### src/rtl/ozone_uop_pkg.sv
// ozone_uop_pkg: micro-op encoding shared by the sequencer and the instruction queue
package ozone_uop_pkg;
  typedef enum logic [3:0] {UOP_NOP, UOP_ADD, UOP_SUB, UOP_LOAD, UOP_STORE, UOP_BRANCH} uop_code;
  typedef logic [4:0] uop_reg;
  typedef struct packed {uop_reg rd; uop_reg rs1; uop_reg rs2;} uop_rr;
  typedef struct packed {uop_reg rd; uop_reg rs1; logic [4:0] imm;} uop_ri;
  typedef struct packed {uop_reg rs1; logic [9:0] disp;} uop_branch;
  typedef union packed {uop_rr rr; uop_ri ri; uop_branch br;} uop_args;
  typedef struct packed {
    uop_code code;
    uop_args args;
    logic    tx_begin;
    logic    tx_end;
  } uop_insn;
endpackage

### src/rtl/uop_chunk_select.sv
// uop_chunk_select: picks the next n buffered micro-ops, stamps macro-op boundaries, zeroes idle lanes
module uop_chunk_select
  import ozone_uop_pkg::*;
#(
  parameter int MAX_UOPS = 4,
  parameter int Q_WIDTH  = 2
) (
  input  uop_insn [MAX_UOPS-1:0]           uop_buf,
  input  logic [$clog2(MAX_UOPS+1)-1:0]    off,
  input  logic [$clog2(MAX_UOPS+1)-1:0]    cnt,
  input  logic [$clog2(Q_WIDTH+1)-1:0]     n,
  output uop_insn [Q_WIDTH-1:0]            lanes
);
  localparam int IW = $clog2(MAX_UOPS + Q_WIDTH + 1);
  localparam int AW = MAX_UOPS > 1 ? $clog2(MAX_UOPS) : 1;
  localparam int EW = $clog2(Q_WIDTH + 1);
  for (genvar i = 0; i < Q_WIDTH; i++) begin : g_lane
    logic [IW-1:0] idx;
    uop_insn u;
    always_comb begin
      idx = IW'(off) + IW'(i);
      u = uop_buf[idx[AW-1:0]];
      u.tx_begin = idx == '0;
      u.tx_end = idx + IW'(1) == IW'(cnt);
    end
    assign lanes[i] = (EW'(i) < n && idx < IW'(MAX_UOPS)) ? u : '0;
  end
endmodule

### src/rtl/uop_sequencer.sv
// uop_sequencer: buffers one cracked macro-op and streams its micro-ops into the
// instruction queue, never exceeding write width or free queue space
module uop_sequencer
  import ozone_uop_pkg::*;
#(
  parameter int Q_DEPTH  = 32,
  parameter int Q_WIDTH  = 2,
  parameter int MAX_UOPS = 4
) (
  input  logic                             clk_in,
  input  logic                             rst_N_in,
  input  logic                             flush_in,
  input  logic                             mop_valid_in,
  output logic                             mop_ready_out,
  input  uop_insn [MAX_UOPS-1:0]           mop_uops_in,
  input  logic [$clog2(MAX_UOPS+1)-1:0]    mop_count_in,
  input  logic [$clog2(Q_DEPTH+1)-1:0]     q_size_in,
  output uop_insn [Q_WIDTH-1:0]            q_data_out,
  output logic [$clog2(Q_WIDTH+1)-1:0]     enq_out
);
  localparam int CW = $clog2(MAX_UOPS + 1);
  localparam int SW = $clog2(Q_DEPTH + 1);
  localparam int EW = $clog2(Q_WIDTH + 1);
  typedef enum logic {IDLE, EMIT} state_t;
  state_t state;
  uop_insn [MAX_UOPS-1:0] uop_buf;
  logic [CW-1:0] cnt, off, cnt_in;
  logic [SW-1:0] free, rem, room;
  logic [EW-1:0] n;
  logic active, last, accept;
  // An occupancy above capacity is treated as a full queue rather than wrapping.
  always_comb begin
    free = q_size_in > SW'(Q_DEPTH) ? '0 : SW'(Q_DEPTH) - q_size_in;
    rem = SW'(cnt) - SW'(off);
    room = rem < SW'(Q_WIDTH) ? rem : SW'(Q_WIDTH);
    room = free < room ? free : room;
    active = rst_N_in && !flush_in && state == EMIT;
    n = active ? EW'(room) : '0;
    last = active && SW'(off) + SW'(n) == SW'(cnt);
    mop_ready_out = rst_N_in && !flush_in && (state == IDLE || last);
    accept = mop_valid_in && mop_ready_out;
    cnt_in = mop_count_in > CW'(MAX_UOPS) ? CW'(MAX_UOPS) : mop_count_in;
  end
  assign enq_out = n;
  always_ff @(posedge clk_in or negedge rst_N_in) begin
    if (!rst_N_in) begin
      state <= IDLE;
      uop_buf <= '0;
      cnt <= '0;
      off <= '0;
    end else if (flush_in) begin
      state <= IDLE;
      cnt <= '0;
      off <= '0;
    end else if (accept) begin
      uop_buf <= mop_uops_in;
      cnt <= cnt_in;
      off <= '0;
      state <= cnt_in == '0 ? IDLE : EMIT;
    end else if (state == EMIT) begin
      off <= off + CW'(n);
      state <= last ? IDLE : EMIT;
    end
  end
  uop_chunk_select #(.MAX_UOPS(MAX_UOPS), .Q_WIDTH(Q_WIDTH)) u_sel (
    .uop_buf(uop_buf),
    .off(off),
    .cnt(cnt),
    .n(n),
    .lanes(q_data_out)
  );
endmodule

### config.mk
export PLATFORM = sky130hd
export DESIGN_NAME = uop_sequencer
export DESIGN_NICKNAME = d
export VERILOG_FILES = /design/src/rtl/ozone_uop_pkg.sv /design/src/rtl/uop_chunk_select.sv /design/src/rtl/uop_sequencer.sv
export SDC_FILE = /design/constraint.sdc
export NUM_CORES = 1
export LEC_CHECK = 0
export CAP_MARGIN = 20
export CORE_MARGIN = 5
export CORE_UTILIZATION = 45
export DETAILED_ROUTE_END_ITERATION = 7
export GPL_TIMING_DRIVEN = 0
export PLACE_DENSITY = 0.81
export SLEW_MARGIN = 10
export SYNTH_ARGS = -nofsm -noshare
export SYNTH_HDL_FRONTEND = slang
export SYNTH_SLANG_ARGS = --single-unit
### constraint.sdc
create_clock -name clk_in -period 8 [get_ports clk_in]
set_input_delay 1.6 -clock clk_in [delete_from_list [all_inputs] [get_ports clk_in]]
set_output_delay 1.6 -clock clk_in [all_outputs]
set_load 0.03 [all_outputs]
**Word level (Yosys, flattened, before mapping)**

Index checks and enable logic that the tools add are counted.

- Add/sub/neg operators: 6
- Multiply operators: 0
- Divide/modulo/power cells: 0
- $lt $le $gt $ge: 10
- Equality and inequality tests: 3
- Shifts and indexed selects: 0
- Multiplexer cells: 21
- Bitwise gates (word level): 2
- Reduce and logical (&&, ||, !) cells: 15

Operators with widths:

| kind | count |
|---|---|
| $bmux 21 s2 | 2 |
| $mux 21 | 4 |
| $mux 3 | 6 |
| $mux 6 | 2 |
| $logic_not 3->1 | 3 |
| $logic_and 1x1->1 | 7 |
| $add 3x1->3 const B | 2 |
| $eq 3x3->1 | 2 |
| $gt 6x6->1 const B | 1 |
| $lt 2x3->1 const B | 2 |
| $lt 3x3->1 const B | 2 |
| $lt 6x2->1 const B | 1 |
| $lt 6x6->1 | 1 |
| $sub 6x6->6 const A | 1 |
| $mux 1 | 5 |
| $add 3x2->4 | 1 |
| $eq 4x3->1 | 1 |
| $lt 1x2->1 const A | 2 |
| $mux 2 | 2 |
| $sub 3x3->4 | 1 |
| $add 3x2->3 | 1 |
| $gt 3x3->1 const B | 1 |
| $reduce_bool 3->1 | 1 |
| $not 1->1 | 2 |
| 4 further kinds | 4 |

- Bits in registers: 91
- Bits in latches: 0
- Memory bits (writable): 0
- Memory bits (read-only): 0
- Output and inout bits: 45
- Word-level logic and storage cells: 76
- Memories: 0

**Depth between registers and ports, before layout**

- Word-level depth: 14
- Gate-level depth with buffers: 20

**Cells and area by module**

Synthesis repeated with hierarchy kept, for this count alone.

- Cell total of the unflattened synthesis: 380
- Area total of the unflattened synthesis: 5714.2 um^2

Modules (own cells, without submodules):

| module | times used | cells an instance | area each (um^2) | seq. area each (um^2) |
|---|---|---|---|---|
| uop_sequencer | 1 | 270 | 4359.2 | 2277.2 |
| uop_chunk_select | 1 | 110 | 1355.0 | 0.0 |

**Least setup slack after synthesis**

No wires, ideal clock.

- Kind: input to output
- Start: input q_size_in[0]
- End: output mop_ready_out
- Arrival: 5.633 ns
- Setup slack: 0.767 ns
- Stages on the path: 14
- Path buffers: 0
- Cells stage by stage: inv_1 ha_1 o21ai_0 or2_2 a2111oi_0 ha_1 nand3_1 o21a_1 a21boi_0 a211oi_1 fa_1 xnor2_1 o211a_1 o21a_1

- Longest elaborated chain between the ends: 10

RTL lines:

| element | line | text |
|---|---|---|
| start, declared | uop_sequencer.sv:17 | `input logic [$clog2(Q_DEPTH+1)-1:0] q_size_in,` |
| $sub 6x6->6 or $gt 6x6->1 (tied branches) | uop_sequencer.sv:33 | `free = q_size_in > SW'(Q_DEPTH) ? '0 : SW'(Q_DEPTH) - q_size_in;` |
| $mux 6 * | uop_sequencer.sv:33 |  |
| $lt 6x6->1 | uop_sequencer.sv:36 | `room = free < room ? free : room;` |
| $mux 2 * | uop_sequencer.sv:36 |  |
| $mux 2 * | uop_sequencer.sv:38 | `n = active ? EW'(room) : '0;` |
| net enq_out[1] | uop_sequencer.sv:19 | `output logic [$clog2(Q_WIDTH+1)-1:0] enq_out` |
| $add 3x2->4 * | uop_sequencer.sv:39 | `last = active && SW'(off) + SW'(n) == SW'(cnt);` |
| $eq 4x3->1 * | uop_sequencer.sv:39 |  |
| $logic_and 1x1->1 * | uop_sequencer.sv:39 |  |
| $logic_or 1x1->1 * | uop_sequencer.sv:40 | `mop_ready_out = rst_N_in && !flush_in && (state == IDLE \|\| last);` |
| $logic_and 1x1->1 * | uop_sequencer.sv:40 |  |
| end, declared | uop_sequencer.sv:14 | `output logic mop_ready_out,` |

The timed path passes the listed nets; every way through them passes the cells marked *.

**Worst setup path after layout**

- Start: input q_size_in[0]
- End: output mop_ready_out

- Longest elaborated chain between the ends: 10

RTL lines:

| element | line |
|---|---|
| $sub 6x6->6 or $gt 6x6->1 (tied branches) | uop_sequencer.sv:33 |
| $mux 6 * | uop_sequencer.sv:33 |
| $lt 6x6->1 | uop_sequencer.sv:36 |
| $mux 2 * | uop_sequencer.sv:36 |
| $mux 2 * | uop_sequencer.sv:38 |
| $add 3x2->4 * | uop_sequencer.sv:39 |
| $eq 4x3->1 * | uop_sequencer.sv:39 |
| $logic_and 1x1->1 * | uop_sequencer.sv:39 |
| $logic_or 1x1->1 * | uop_sequencer.sv:40 |
| $logic_and 1x1->1 * | uop_sequencer.sv:40 |

Mark *: on every way between the ends. The rest lies on a longest branch, timed or not.

==> results.toml <==
[finish]
drive_above_1_share = 0.2839
syn2layout_area_growth_pct = 36.35
antenna_cells = 0
finalNonFillerCells = 682
ff_latch_area_um2 = 2077
multiInputGateArea_um2 = 2919
nets = 648
final_area_um2 = 7012
nFillCells = 893
final_common_cell = "clkdlybuf4s50_1"
layout_common_cells = "130 x clkdlybuf4s50_1, 83 x dfrtp_1, 76 x mux2_2, 38 x mux4_2, 28 x a21boi_1"
final_core_util = 0.6194

[setup_path]
endpoint_kind = "primary output"
cp.arrival_ns = 6.11
required_ns = 6.40
cpMostUsedCell = "ha_1"
cp_slowest_cell = "clkdlybuf4s50_1"
max_stage_delay_ns = 0.51
cp-start-kind = "primary input"
crit_chain = "clkdlybuf4s50_1, inv_1, ha_1, o21ai_0, or2_2, a2111oi_4, ha_1, nand3_1, o21ai_2, o21ai_1, a21oi_1, ha_1, fa_1, xor2_1, and3_1, o211a_1, o21a_1, dlygate4sd2_1"
cp_max_fo = 7
path_class = "in2out"
reg2reg_depth = 19

[run]
drv_cap = 0

[yosys]
synthCells = 387
synth-seq-cells = 83
synthFlopType = "dfrtp_1"
synth_cell_type_count = 52
synth-edff-count = 0
yosysTopAreaCellShare = 0.4039
syn_area_per_cell_um2 = 13.29
ys_seq_area_frac = 0.4039
yosysWarningCount = 0
synth_area_leaders = "dfrtp_1 40%, mux2_2 17%, mux4_2 17%"
synth_area_um2 = 5142
yosysTopAreaCell = "dfrtp_1"
async_flop_share = 1.000

[timing]
slew_headroom = 0.3878
hold_viol = 0
period_share = 0.9633
setup_viol = 0
max_freq_mhz = 129.8
worst_pin_slew_ns = 0.9183
rsz0062_at_grt = "false"
maxSlewViolCount = 0
min_period_ns = 7.706
skew_ns = 0.009560
hold_ws_ns = 0.5284

[grt]
grt_pass1_wl_um = 23110
antenna_found_initial = 0
grt_max_degree = 61
grt_overflow = 0
track_usage = 0.2230
first_global_vias = 4492

[pwr]
powerDensity_nw_per_um2 = 179.2
finalPower_mw = 1.257
leakage_nw = 2.720
ir_worst_vdd_mv = 0.1673

[clocking]
numCtsBuffers = 9
htreeDepth = 3
worstSkewPairLatency_ns = 0.34
clkSinkCount = 83
hold_buffers = 0
cts-root-buf = "clkbuf_16"
clkTransAtPathRegs_ns = 0.06
cts_setup_buffers = 0
clockBufferDepth = 2
tritoncts = "built"

[placed_design]
dpl_cell_area_um2 = 6679
gp_congestion = 0.8983
dp_hpwl_um = 10850
io_buffer_count = 132
placed_cells = 666

[floorplan]
ios = 142
dieHeight_um = 116.9
rows = 39
die_x_um = 116.9
dieArea_um2 = 13670
coreArea_um2 = 11320
start_util = 0.4542

[detailed_routing]
first_pass_iters = 4
routed_via_density = 5.845
dr_total_vias = 3986
wire_per_inst_um = 21.28
met3_length_um = 744
dr.first_iter.drc_count = 188
wl_met2_um = 7754
ant_nets = 0
topRoutingLayerUsed = "met4"
wl_met1_um = 5523
drc_errors = 0
routed_wl_um = 14510

[min_path]
hold_path_depth = 1
min_path_type = "reg2reg"

[run_status]
outcome = "complete, no violations"
path summary, 6_finish.rpt:
path                            endpoint  slack, ns    startpoint
max                        mop_ready_out       0.29  q_size_in[0]
min                          uop_buf[82]       0.53   uop_buf[82]
max reg2reg                  uop_buf[78]       2.58        off[1]
min reg2reg                  uop_buf[82]       0.53   uop_buf[82]
max in group asynchronous    uop_buf[78]       6.20      rst_N_in
min in group asynchronous    uop_buf[67]       1.18      rst_N_in
layer usage:
layer  global-route usage  up-vias
met5                    0        -
met3              0.03188       34
met2               0.3963      136
met1               0.2648     2048
met4               0.1086        0
li1                     -     1768
stage by stage:
| stage | TNS (ns) | setup WS, ns |
|---|---|---|
| CTS | 0 | 0.1521 |
| floorplan | 0 | 0.7669 |
| global placement | -42.20 | -1.335 |
| global route | 0 | 0.04243 |
| detailed placement | -0.4028 | -0.4028 |
| finish | 0 | 0.2936 |
synthesized netlist by cell type (4+ instances only):
cell / instances
mux4_2: 38
mux2_2: 76
a21oi_1: 7
a21boi_1: 28
dfrtp_1: 83
inv_1: 14
nor2_1: 8
a21boi_0: 11
nand3_1: 4
nor3_1: 5
xor2_1: 4
ha_1: 15
clkbuf_1: 10
xnor2_1: 5
o21ai_0: 8
nand2_1: 5
o21a_1: 4
buf_2: 13
sequential cells by signal, indices dropped and copies added, names as in the netlist:
name	flops
cnt	3
uop_buf	76
state	1
off	3
timing repair:
| item | 4_1_cts | 5_1_grt |
|---|---|---|
| setup endpoints to repair | 7 | 1 |
| gates resized for setup | 4 | 5 |
| pin swaps | 0 | 0 |
area by class of cell:
| class | instances | area share |
|---|---|---|
| timing repair buffer | 133 | 0.1918 |
| clock buffer | 13 | 0.03712 |
| inverter | 14 | 0.007495 |
| multi-input combinational | 266 | 0.4163 |
| buffer | 27 | 0.01892 |
| clock inverter | 3 | 0.006602 |
| tap | 143 | 0.02552 |
| sequential | 83 | 0.2962 |
cell families after synthesis:
group                      share of synthesized area
muxes                                         0.3387
DFF                                           0.4039
AOI/OAI and AO/OA                             0.1141
and+or+nand+nor                              0.04696
buffers and inverters                        0.03601
adders and majority gates                    0.04428
xor gates and xnor gates                     0.01533
other                                      0.0007292
power breakdown:
part,switching [mW],total [mW],internal (mW)
Clock,0.168,0.428,0.260
Sequential,0.0622,0.564,0.502
Combinational,0.0844,0.265,0.180
Total,0.315,1.26,0.942
worst max-delay path, delay by kind of cell:
family | cells | cell delay (ns)
XOR/XNOR | 1 | 0.19
adder cells (fa/ha/maj) | 4 | 1.16
AND/OR/NAND/NOR | 3 | 0.73
AO/OA/AOI/OAI | 7 | 1.44
buffers and inverters | 3 | 0.98
(Power assumes the default switching activity.)
